[src/rtl/rr_dec_select.sv]
// ---------------------------------------------------------------------------
// rr_dec_select
//
// Round-robin arbiter feeding the select inputs of a 3-to-8 enabled decoder.
// Eight request lines compete. The winner's binary index is presented on
// {a,b,c} (a = MSB) with en high. The decoder's one-hot output then acts as
// the grant vector.
//
// Every output comes straight from a flop, so the decoder never sees glitchy
// selects. Each grant is followed by at least one idle cycle (en = 0), so no
// two decoder lines are ever high in the same cycle.
//
// Parameters
//   MAX_HOLD  maximum consecutive cycles one grant may stay active (1..255)
//
// Ports
//   clk      in   rising-edge clock
//   rst      in   asynchronous, active-high reset
//   req      in   [7:0] request lines, req[k] requests index k
//   done     in   grantee releases its grant (only looked at while en = 1)
//   a, b, c  out  granted index, bit 2 / bit 1 / bit 0
//   en       out  grant active, drives the decoder enable
//   timeout  out  one-cycle pulse when a grant is force-released at MAX_HOLD
// ---------------------------------------------------------------------------
module rr_dec_select #(
   parameter int MAX_HOLD = 8
) (
   input  logic       clk,
   input  logic       rst,
   input  logic [7:0] req,
   input  logic       done,
   output logic       a,
   output logic       b,
   output logic       c,
   output logic       en,
   output logic       timeout
);

   // A 1-bit encoding makes the state flop itself the en output. en is
   // therefore a registered signal with no decode logic in front of it.
   typedef enum logic {
      IDLE  = 1'b0,
      GRANT = 1'b1
   } state_t;

   localparam logic [7:0] HOLD_LIMIT = 8'(MAX_HOLD);

   state_t     state_q, state_nx;
   logic [2:0] idx_q,   idx_nx;
   logic [2:0] ptr_q,   ptr_nx;
   logic [7:0] cnt_q,   cnt_nx;
   logic       to_q,    to_nx;

   // Round-robin search: start at ptr_q and move upward, wrapping from 7 to 0.
   // The first index with an active request wins.
   logic       found;
   logic [2:0] pick;
   logic [2:0] cand;

   always_comb begin
      found = 1'b0;
      pick  = ptr_q;
      cand  = ptr_q;
      for (int i = 0; i < 8; i++) begin
         cand = ptr_q + 3'(i);   // 3-bit add wraps 7 -> 0
         if (!found && req[cand]) begin
            found = 1'b1;
            pick  = cand;
         end
      end
   end

   // Release conditions for the current grant.
   logic req_held;
   logic hold_hit;
   logic release_now;

   assign req_held    = req[idx_q];
   assign hold_hit    = (cnt_q == HOLD_LIMIT);
   assign release_now = done || !req_held || hold_hit;

   // Next-state and output logic.
   // NOTE: every signal gets a default at the top of the block, so no path
   // leaves one unassigned. That is what keeps synthesis from inferring a latch.
   always_comb begin
      state_nx = state_q;
      idx_nx   = idx_q;     // {a,b,c} holds its value unless a new grant loads it
      ptr_nx   = ptr_q;
      cnt_nx   = cnt_q;
      to_nx    = 1'b0;      // timeout is a single-cycle pulse

      unique case (state_q)
         IDLE: begin
            if (found) begin
               state_nx = GRANT;
               idx_nx   = pick;
               cnt_nx   = 8'd1;
            end
         end
         GRANT: begin
            if (release_now) begin
               state_nx = IDLE;
               ptr_nx   = idx_q + 3'd1;
               // The release is reported as a timeout only when the hold limit
               // was the sole cause.
               to_nx    = hold_hit && !done && req_held;
            end else begin
               cnt_nx   = (cnt_q == 8'hFF) ? cnt_q : cnt_q + 8'd1;
            end
         end
         default: state_nx = IDLE;
      endcase
   end

   // NOTE: the state flops are updated with non-blocking assignments. All of
   // them then sample the pre-edge values, whatever order the statements are in.
   always_ff @(posedge clk or posedge rst) begin
      if (rst) begin
         state_q <= IDLE;
         idx_q   <= 3'd0;
         ptr_q   <= 3'd0;
         cnt_q   <= 8'd0;
         to_q    <= 1'b0;
      end else begin
         state_q <= state_nx;
         idx_q   <= idx_nx;
         ptr_q   <= ptr_nx;
         cnt_q   <= cnt_nx;
         to_q    <= to_nx;
      end
   end

   assign a       = idx_q[2];
   assign b       = idx_q[1];
   assign c       = idx_q[0];
   assign en      = (state_q == GRANT);
   assign timeout = to_q;

endmodule

[config.mk]
export PLATFORM = sky130hd
export DESIGN_NAME = rr_dec_select
export DESIGN_NICKNAME = d
export VERILOG_FILES = /design/src/rtl/rr_dec_select.sv
export SDC_FILE = /design/constraint.sdc
export NUM_CORES = 1
export LEC_CHECK = 0
export ABC_AREA = 1
export CAP_MARGIN = 10
export CORE_AREA = 4 4 72 74
export CTS_BUF_LIST = sky130_fd_sc_hd__clkbuf_8
export CTS_CLUSTER_DIAMETER = 50
export CTS_CLUSTER_SIZE = 28
export DETAILED_ROUTE_END_ITERATION = 10
export DIE_AREA = 0 0 76 78
export HOLD_SLACK_MARGIN = 0.02
export REMOVE_ABC_BUFFERS = 1
export SLEW_MARGIN = 20
export SYNTH_ARGS = -nofsm -noshare
export SYNTH_HDL_FRONTEND = slang
export SYNTH_SLANG_ARGS = --single-unit
[constraint.sdc]
create_clock -name clk -period 2.35 [get_ports clk]
set_clock_uncertainty 0.05 [all_clocks]
set_input_delay 0.47 -clock clk [delete_from_list [all_inputs] [get_ports clk]]
set_output_delay 0.47 -clock clk [all_outputs]
set_load 0.005 [all_outputs]
======== After elaboration in Yosys (flattened, before gate mapping) ========
Cells that the tools add are included.
word-level totals
  output and inout port bits .............. 5
  word-level logic and storage cells ...... 94
  register bits ........................... 16
  bits of input ports ..................... 11
cells by class
  mux-type cells .......................... 42
  magnitude comparators ................... 9
  bitwise logic cells ..................... 1
  add/sub/neg operators ................... 9
  reductions and logical operators ........ 23
  eq/ne operators ......................... 5
operator list
  kind                                                                          number
  3-bit by 4-bit less-than comparator with 1-bit output, second input constant  9
  1-bit binary-select mux with 3-bit select                                     9
  8-bit 2-to-1 mux                                                              3
  1-bit 2-to-1 mux                                                              21
  3-bit 2-to-1 mux                                                              7
  8-bit one-hot mux with 2 select lines                                         1
  3-bit adder, second input constant                                            4
  1-bit logical AND                                                             9
  1-bit zero test                                                               9
  8-bit by 1-bit adder with 8-bit output, second input constant                 1
  8-bit by 4-bit == test with 1-bit output, second input constant               1
  8-bit == test, second input constant                                          1
  3-bit by 1-bit adder with 3-bit output, second input constant                 2
  3-bit by 2-bit adder with 3-bit output, second input constant                 2
  2-bit != test, second input constant                                          3
  2-bit AND reduction                                                           2
  3-bit AND reduction                                                           1
  1-bit logical OR                                                              2
  1-bit one-hot mux with 2 select lines                                         1
  1-bit inverter                                                                1

======== Logic depth before layout (Yosys ltp) ========
Gate-level depths: netlist of the first run.
  word-level depth ........................ 26
  gate-level depth with buffers ........... 19
  mapped depth without buffers ............ 18

======== Worst setup path after synthesis of the first run ========
Ideal clock, no wire load.
  kind .................................... register -> register
  start ................................... reg ptr_q[1]
  end ..................................... reg cnt_q[2]
  path slack .............................. 0.096 ns
  stages on the path, launching flop included .. 18
  data required time ...................... 2.234 ns
  library setup time ...................... 0.066 ns
  buffers on the path ..................... 2
  clock period less this slack ............ 2.254 ns
  arrival time ............................ 2.137 ns
  path through ............................ dfrtp_1 -> buf_2 -> inv_2 -> ha_1 -> buf_2 -> inv_2 -> nand3_2 -> nand3_2 -> nand2_4 -> nor2_4 -> nand4_4 -> nor2_4 -> nand3_2 -> inv_2 -> nand2_4 -> nand3_4 -> nand2_1 -> nand2_1
on the way
  word-level cells in the longest chain between the ends .. 26
  elaborated cells between the ends (all ways) .. 47
  those cells by class .................... add/sub (7); eq/ne (1); mux (24); reduce/logical (15)
RTL lines
  what                                                                                             line  source
  start: declaration                                                                               50    logic [2:0] ptr_q, ptr_nx;
  start signal: assignment                                                                         127   ptr_q <= ptr_nx;
  parallel branches: the longest is 23 deep, another holds 3-bit by 1-bit adder with 3-bit output  n/a
  1-bit 2-to-1 mux (*)                                                                             66    if (!found && req[cand]) begin
  2-bit != test (no source line) (*)                                                               n/a
  3-bit AND reduction (no source line) (*)                                                         n/a
  end signal: assignment                                                                           128   cnt_q <= cnt_nx;
  end: declaration                                                                                 51    logic [7:0] cnt_q, cnt_nx;
Every way passes the cells marked *. The select of a mux whose other input is x is not followed.
A chain may end at the register's enable or synchronous reset.

======== Worst setup path in the final report of the first run ========
  start ................................... in req[0]
  end ..................................... reg cnt_q[3]
on the way
  word-level cells in the longest chain between the ends .. 26
  elaborated cells between the ends (all ways) .. 46
  those cells by class .................... eq/ne (2); mux (26); reduce/logical (18)
RTL lines
  what                                       line  source
  start: declaration                         30    input logic [7:0] req,
  1-bit binary-select mux with 3-bit select  66
  1-bit 2-to-1 mux (not written as such)     66
  1-bit 2-to-1 mux                           66
  1-bit zero test                            66
  1-bit logical AND                          66
  1-bit 2-to-1 mux                           66
  1-bit zero test                            66
  1-bit logical AND                          66
  [... 10 more ...]                          n/a
  1-bit zero test                            66
  1-bit logical AND                          66
  1-bit 2-to-1 mux                           66
  1-bit zero test                            66
  1-bit logical AND                          66
  1-bit 2-to-1 mux                           66
  2-bit != test (no source line)             n/a
  3-bit AND reduction (no source line) (*)   n/a
Mark *: on every way between the ends. The rest lies on a longest branch, timed or not. The select of a mux whose other input is x is not followed.

==> results.json, run 1 <==
{
  "yosys.area.top_type": "dfrtp_1",
  "async_flop_share_pct": 100,
  "cp_data_required_time_ns": 2.49,
  "total_power_mw": 3.88,
  "end_kind": "flip-flop",
  "synth_ff_type": "dfrtp_1",
  "initial_core_util_pct": 38.0,
  "critPathLaunchType": "input port",
  "insertion_delay_ns": 0.25,
  "vias_per_cell": 5.14,
  "yosysWarnings": 0,
  "yosysMostFrequentCell": "nand2_1",
  "grt_pass1_vias": 1685,
  "numCtsBuffers": 3,
  "synth_common_cells": "nand2_1, nand3_1, inv_1",
  "drv_cap": 0,
  "wire_per_inst_um": 13.2,
  "first_pass_iters": 4,
  "dp_hpwl_mm": 3.74,
  "synth-seq-cells": 16,
  "antenna_found_initial": 0,
  "hold_depth": 2,
  "drt_iter0_drc": 83,
  "synth_top_area_share_pct": 22.9,
  "core_area_um2": 4600,
  "area_growth_pct": 29.4,
  "powerDensity_nw_per_um2": 1710,
  "synth_edf_count": 0,
  "totalWireLength_mm": 4.79,
  "cts_hold_buffers": 0,
  "reg2reg_from": "ptr_q[0]$_DFFE_PP0P_",
  "crit_slowest_cell": "clkdlybuf4s50_1",
  "io_pins": 16,
  "hold_class": "flip-flop to flip-flop",
  "clock-sinks": 16,
  "drive_gt1_share_pct": 24.7,
  "clockBufferDepth": 2,
  "crit_top_cell": "nand2_1",
  "die_area_um2": 5930,
  "io_buffers": 15,
  "p_leak_nw": 1.14,
  "max_stage_delay_ns": 0.45,
  "num-nets-final": 325,
  "final-setup-viol-count": 0,
  "critPathMaxFanout": 8,
  "diodes": 0,
  "r2r_cells": 15,
  "arrival_ns": 2.37,
  "critPathKind": "input port to flip-flop",
  "die_w_um": 76,
  "via_count": 1860,
  "yosysUniqueCellTypes": 36,
  "grt_first_pass_wirelength_mm": 7.78,
  "yosysSeqAreaShare_pct": 22.9,
  "fin_hold_ws_ns": 0.496,
  "fin_crit_sh_pct": 94.9,
  "clock.fmax_ghz": 0.449,
  "ant_nets": 0,
  "drv_slew": 0,
  "row_count": 25,
  "root_buffer": "clkbuf_8",
  "synth_area_um2": 1750,
  "worstPathCellList": "clkdlybuf4s50_1 -> nand2_1 -> nand3_2 -> nand3_1 -> nand2_1 -> nor2_4 -> nand4_4 -> nor2_4 -> nand3_2 -> inv_2 -> nand2_4 -> nand3_4 -> nand2_1 -> nand2_1",
  "grt_max_degree": 17,
  "gp_congestion": 0.881,
  "worstHoldStart": "cnt_q[6]$_DFFE_PP0P_",
  "cts.clk_slew.worst_paths_ns": 0.06,
  "htreeDepth": 1,
  "syn_inst": 271,
  "tightestPinTransition_ns": 0.577,
  "route.detailed.drc": 0,
  "final_cells": 362,
  "chipHeight_um": 78,
  "grt_overflow": 0,
  "outcome": "completed",
  "synth_area_leaders": "dfrtp_1, nand2_1, nand3_1, inv_1, nand4_1",
  "grt_use_total_pct": 15.9,
  "avgSynthCellArea_um2": 6.45,
  "reg2reg_slack_ns": 0.14,
  "slew_headroom_pct": 61.5,
  "hold_path_end": "cnt_q[6]$_DFFE_PP0P_",
  "placed_cells": 353,
  "r2r-end": "cnt_q[3]$_DFFE_PP0P_",
  "ir_drop_mv": 0.547,
  "cts_tree": "done",
  "period_minus_slack_ns": 2.23,
  "finalHoldViolCount": 0
}
-- layout by cell type (no fill, tap or decap), types with 5 or more instances in the layout --
cell type,count
inv_1,20
nand3_2,12
nor3_1,5
buf_4,22
xnor2_1,5
clkdlybuf4s50_1,14
a21oi_1,5
nor2_1,17
nand4_1,11
nand2_2,14
nand3_1,27
dfrtp_1,15
nand2_1,87
-- layout make-up --
| type | count | area (um2) |
|---|---|---|
| fill | 466 | 2340 |
| multi-input combinational | 219 | 1250 |
| sequential | 16 | 402 |
| timing repair buffer | 40 | 369 |
| inverter | 29 | 116 |
| tap | 54 | 67.6 |
| clock buffer | 4 | 55.1 |
-- logic make-up after synthesis --
logic type / share of synthesized area, %
simple gates: 52.0
xor+xnor: 4.44
compound gates: 6.51
mux: 1.15
flops: 22.9
buf+inv: 9.38
fa+ha+maj: 3.58
-- registers in the layout (all words and copies together), names as in the netlist --
register  flops
ptr_q         3
timeout       1
idx_q         3
en            1
cnt_q         8
-- critical path: cells and delay by family --
family	cells	cell delay, ns
buffers and inverters	2	0.55
AND/OR/NAND/NOR	12	1.34
-- metal layers --
layer / GRT usage (%) / share of wire [%]
met5: 0 / 0
met4: 4.45 / 1.7
met1: 19.7 / 45
met3: 2.67 / 3.0
met2: 28.1 / 51
-- metrics by stage --
stage	instance area, um2	utilization (%)	setup TNS, ns	setup slack (ns)
2_1_floorplan	1700	-	0	0.00221
3_3_place_gp	2080	45.3	-0.276	-0.0573
3_5_place_dp	2080	45.3	-0.492	-0.0716
4_1_cts	2140	46.5	0	0.0329
5_1_grt	2260	49.2	-0.0155	-0.0144
6_report	2260	49.2	0	0.121
-- report_power, final --
part / switching (mW) / internal, mW / total [mW] / leakage [nW]
Sequential: 0.163 / 0.374 / 0.537 / 0.202
Clock: 0.0966 / 0.149 / 0.245 / 0.0288
Combinational: 1.81 / 1.28 / 3.09 / 0.912
Total: 2.07 / 1.81 / 3.88 / 1.14
-- worst max path at each step --
stage / from / endpoint / cells past startpoint
3_5_place_dp: req[4] / idx_q[0]$_DFFE_PP0P_ / 16
3_3_place_gp: req[4] / idx_q[0]$_DFFE_PP0P_ / 16
2_1_floorplan: ptr_q[0]$_DFFE_PP0P_ / cnt_q[0]$_DFFE_PP0P_ / 15
6_report: req[0] / cnt_q[3]$_DFFE_PP0P_ / 14
4_1_cts: ptr_q[1]$_DFFE_PP0P_ / idx_q[0]$_DFFE_PP0P_ / 17
5_1_grt: ptr_q[0]$_DFFE_PP0P_ / cnt_q[3]$_DFFE_PP0P_ / 15
-- repair_timing --
item	in CTS	in global routing
endpoints found under the hold margin	0	0
endpoints found under the setup margin	0	12
resized for setup	0	21
setup buffers	0	4
No activity file was read; power rests on OpenSTA's default activity.
==> inputs of run 2 (changes only) <==
--- a/config.mk
+++ b/config.mk
@@ -13,6 +13,7 @@
 export CTS_CLUSTER_SIZE = 28
 export DETAILED_ROUTE_END_ITERATION = 10
 export DIE_AREA = 0 0 76 78
+export GPL_TIMING_DRIVEN = 0
 export HOLD_SLACK_MARGIN = 0.02
 export REMOVE_ABC_BUFFERS = 1
 export SLEW_MARGIN = 20
==> run 2 against run 1 <==
Against the previous run: fmax down 0.47%; largest power group unchanged; power is 3.3% lower; global-route usage fell by 0.15 points; sequential share of layout area grew 0.40 points; critical path type is now flip-flop to flip-flop.
==> results.json, run 2 (synthesized netlist as in run 1, its figures left out) <==
{
  "io_pins": 16,
  "grt_overflow": 0,
  "finalInstanceArea_um2": 2230,
  "row_count": 25,
  "cts_hold_buffers": 0,
  "cp_data_required_time_ns": 2.44,
  "gp_congestion": 0.863,
  "p_leak_nw": 1.11,
  "powerDensity_nw_per_um2": 1680,
  "critPathMaxFanout": 10,
  "final-setup-viol-count": 0,
  "clockBufferDepth": 2,
  "cts_tree": "done",
  "largest_reg_flops": 8,
  "dp_hpwl_mm": 3.31,
  "numCtsBuffers": 3,
  "crit_path_end": "idx_q[2]$_DFFE_PP0P_",
  "drt_iter0_drc": 99,
  "use_met2_pct": 28.7,
  "clock-sinks": 16,
  "fin_hold_ws_ns": 0.492,
  "tightestPinTransition_ns": 0.636,
  "root_buffer": "clkbuf_8",
  "r2r-end": "idx_q[2]$_DFFE_PP0P_",
  "fin_util_pct": 48.4,
  "mostFrequentLayoutCells": "nand2_1, nand3_1, inv_1",
  "drv_cap": 0,
  "clock.fmax_ghz": 0.447,
  "reg_top3": "cnt_q: 8 flops, idx_q: 3 flops, ptr_q: 3 flops",
  "regMostFlops": "cnt_q",
  "arrival_ns": 2.33,
  "seq_area_um2": 404,
  "die_w_um": 76,
  "outcome": "completed",
  "end_kind": "flip-flop",
  "drv_slew": 0,
  "critPathKind": "flip-flop to flip-flop",
  "vias_per_cell": 5.22,
  "area_growth_pct": 27.3,
  "crit_start": "ptr_q[0]$_DFFE_PP0P_",
  "ir_drop_mv": 0.437,
  "grt_use_met3_pct": 2.78,
  "fill_cells": 470,
  "io_buffers": 15,
  "totalWireLength_mm": 4.69,
  "final_common_cell": "nand2_1",
  "grt_max_degree": 17,
  "slew_headroom_pct": 57.6,
  "grt_first_pass_wirelength_mm": 7.80,
  "drive_gt1_share_pct": 22.3,
  "grt_pass1_vias": 1739,
  "route.detailed.drc": 0,
  "postPlaceCellArea_um2": 1910,
  "chipHeight_um": 78,
  "period_minus_slack_ns": 2.24,
  "num-nets-final": 318,
  "die_area_um2": 5930,
  "diodes": 0,
  "wire_per_inst_um": 13.2,
  "reg2reg_from": "ptr_q[0]$_DFFE_PP0P_",
  "reg2reg_slack_ns": 0.11,
  "core_area_um2": 4600,
  "insertion_delay_ns": 0.25,
  "via_count": 1853,
  "use_met1_pct": 19.1,
  "critPathLaunchType": "flip-flop",
  "fin_crit_sh_pct": 95.3,
  "r2r_cells": 16,
  "finalHoldViolCount": 0,
  "grt_use_total_pct": 15.8,
  "cts.clk_slew.worst_paths_ns": 0.06,
  "htreeDepth": 1,
  "multiInputGateArea_um2": 1270,
  "hold_class": "flip-flop to flip-flop",
  "initial_core_util_pct": 38.0,
  "busiest_layer": "met2",
  "first_pass_iters": 5,
  "ant_nets": 0,
  "antenna_found_initial": 0
}
run 2: changes by cell type in the layout (fill, tap and decap cells not counted), sizes merged:
| cell | delta |
|---|---|
| buf | -7 |
| clkinv | +1 |
| inv | -1 |
run 2: layout make-up:
type | instances | area share (%)
multi-input cells | 219 | 57.2
flip-flops and latches | 16 | 18.2
repair buffers | 33 | 13.4
inverters | 29 | 5.68
well taps | 54 | 3.04
clock buffers | 4 | 2.47
run 2: metrics by stage:
step / setup WS (ns) / TNS (ns) / power [mW] / instances
global placement: -0.461 / -5.52 / 2.93 / 332
finish: 0.110 / 0 / 3.75 / 355
CTS: 0.00283 / 0 / 3.35 / 341
floorplan: 0.00221 / 0 / 2.41 / 263
detailed placement: -0.468 / -5.56 / 2.95 / 332
global route: -0.0603 / -0.353 / 4.17 / 355
run 2: layer usage:
layer | vias up | wire length, um | part of all wire, %
li1 | 950 | - | -
met1 | 856 | 2060 | 44
met2 | 41 | 2400 | 51
met3 | 6 | 178 | 3.8
met4 | 0 | 46 | 0.98
met5 | - | 0 | 0
run 2: repair_timing:
action | CTS | global route
cloned | 0 | 1
setup buffers | 5 | 13
pin swaps | 1 | 11
setup endpoints to repair | 12 | 11
resized for setup | 9 | 21
run 2: worst min-delay path by stage:
stage / start / endpoint / slack, ns / cells after the start
floorplan: rst / cnt_q[0]$_DFFE_PP0P_ / 0.33 / 1
global placement: cnt_q[6]$_DFFE_PP0P_ / cnt_q[6]$_DFFE_PP0P_ / 0.48 / 2
detailed placement: cnt_q[6]$_DFFE_PP0P_ / cnt_q[6]$_DFFE_PP0P_ / 0.48 / 2
CTS: cnt_q[4]$_DFFE_PP0P_ / cnt_q[4]$_DFFE_PP0P_ / 0.49 / 2
global route: cnt_q[6]$_DFFE_PP0P_ / cnt_q[6]$_DFFE_PP0P_ / 0.53 / 2
finish: cnt_q[6]$_DFFE_PP0P_ / cnt_q[6]$_DFFE_PP0P_ / 0.49 / 2
run 2: worst max-delay path, cell delays in order (launching register included):
cell	delay, ns
dfrtp_2	0.43
buf_6	0.13
buf_4	0.16
nand2_1	0.09
nand3_1	0.14
nand2_2	0.14
nand2_1	0.07
nand2_2	0.13
nand4_4	0.11
nor2_4	0.17
buf_6	0.12
buf_4	0.09
o211ai_1	0.08
nand2_1	0.07
inv_1	0.05
nand2_1	0.06
nand2_1	0.05
run 2: where the power goes:
| part | total (mW) | internal [mW] | leakage [nW] | switching [mW] |
|---|---|---|---|---|
| logic | 2.94 | 1.16 | 0.882 | 1.78 |
| clock network | 0.243 | 0.149 | 0.0288 | 0.0947 |
| registers | 0.561 | 0.377 | 0.200 | 0.184 |
| total | 3.75 | 1.69 | 1.11 | 2.06 |
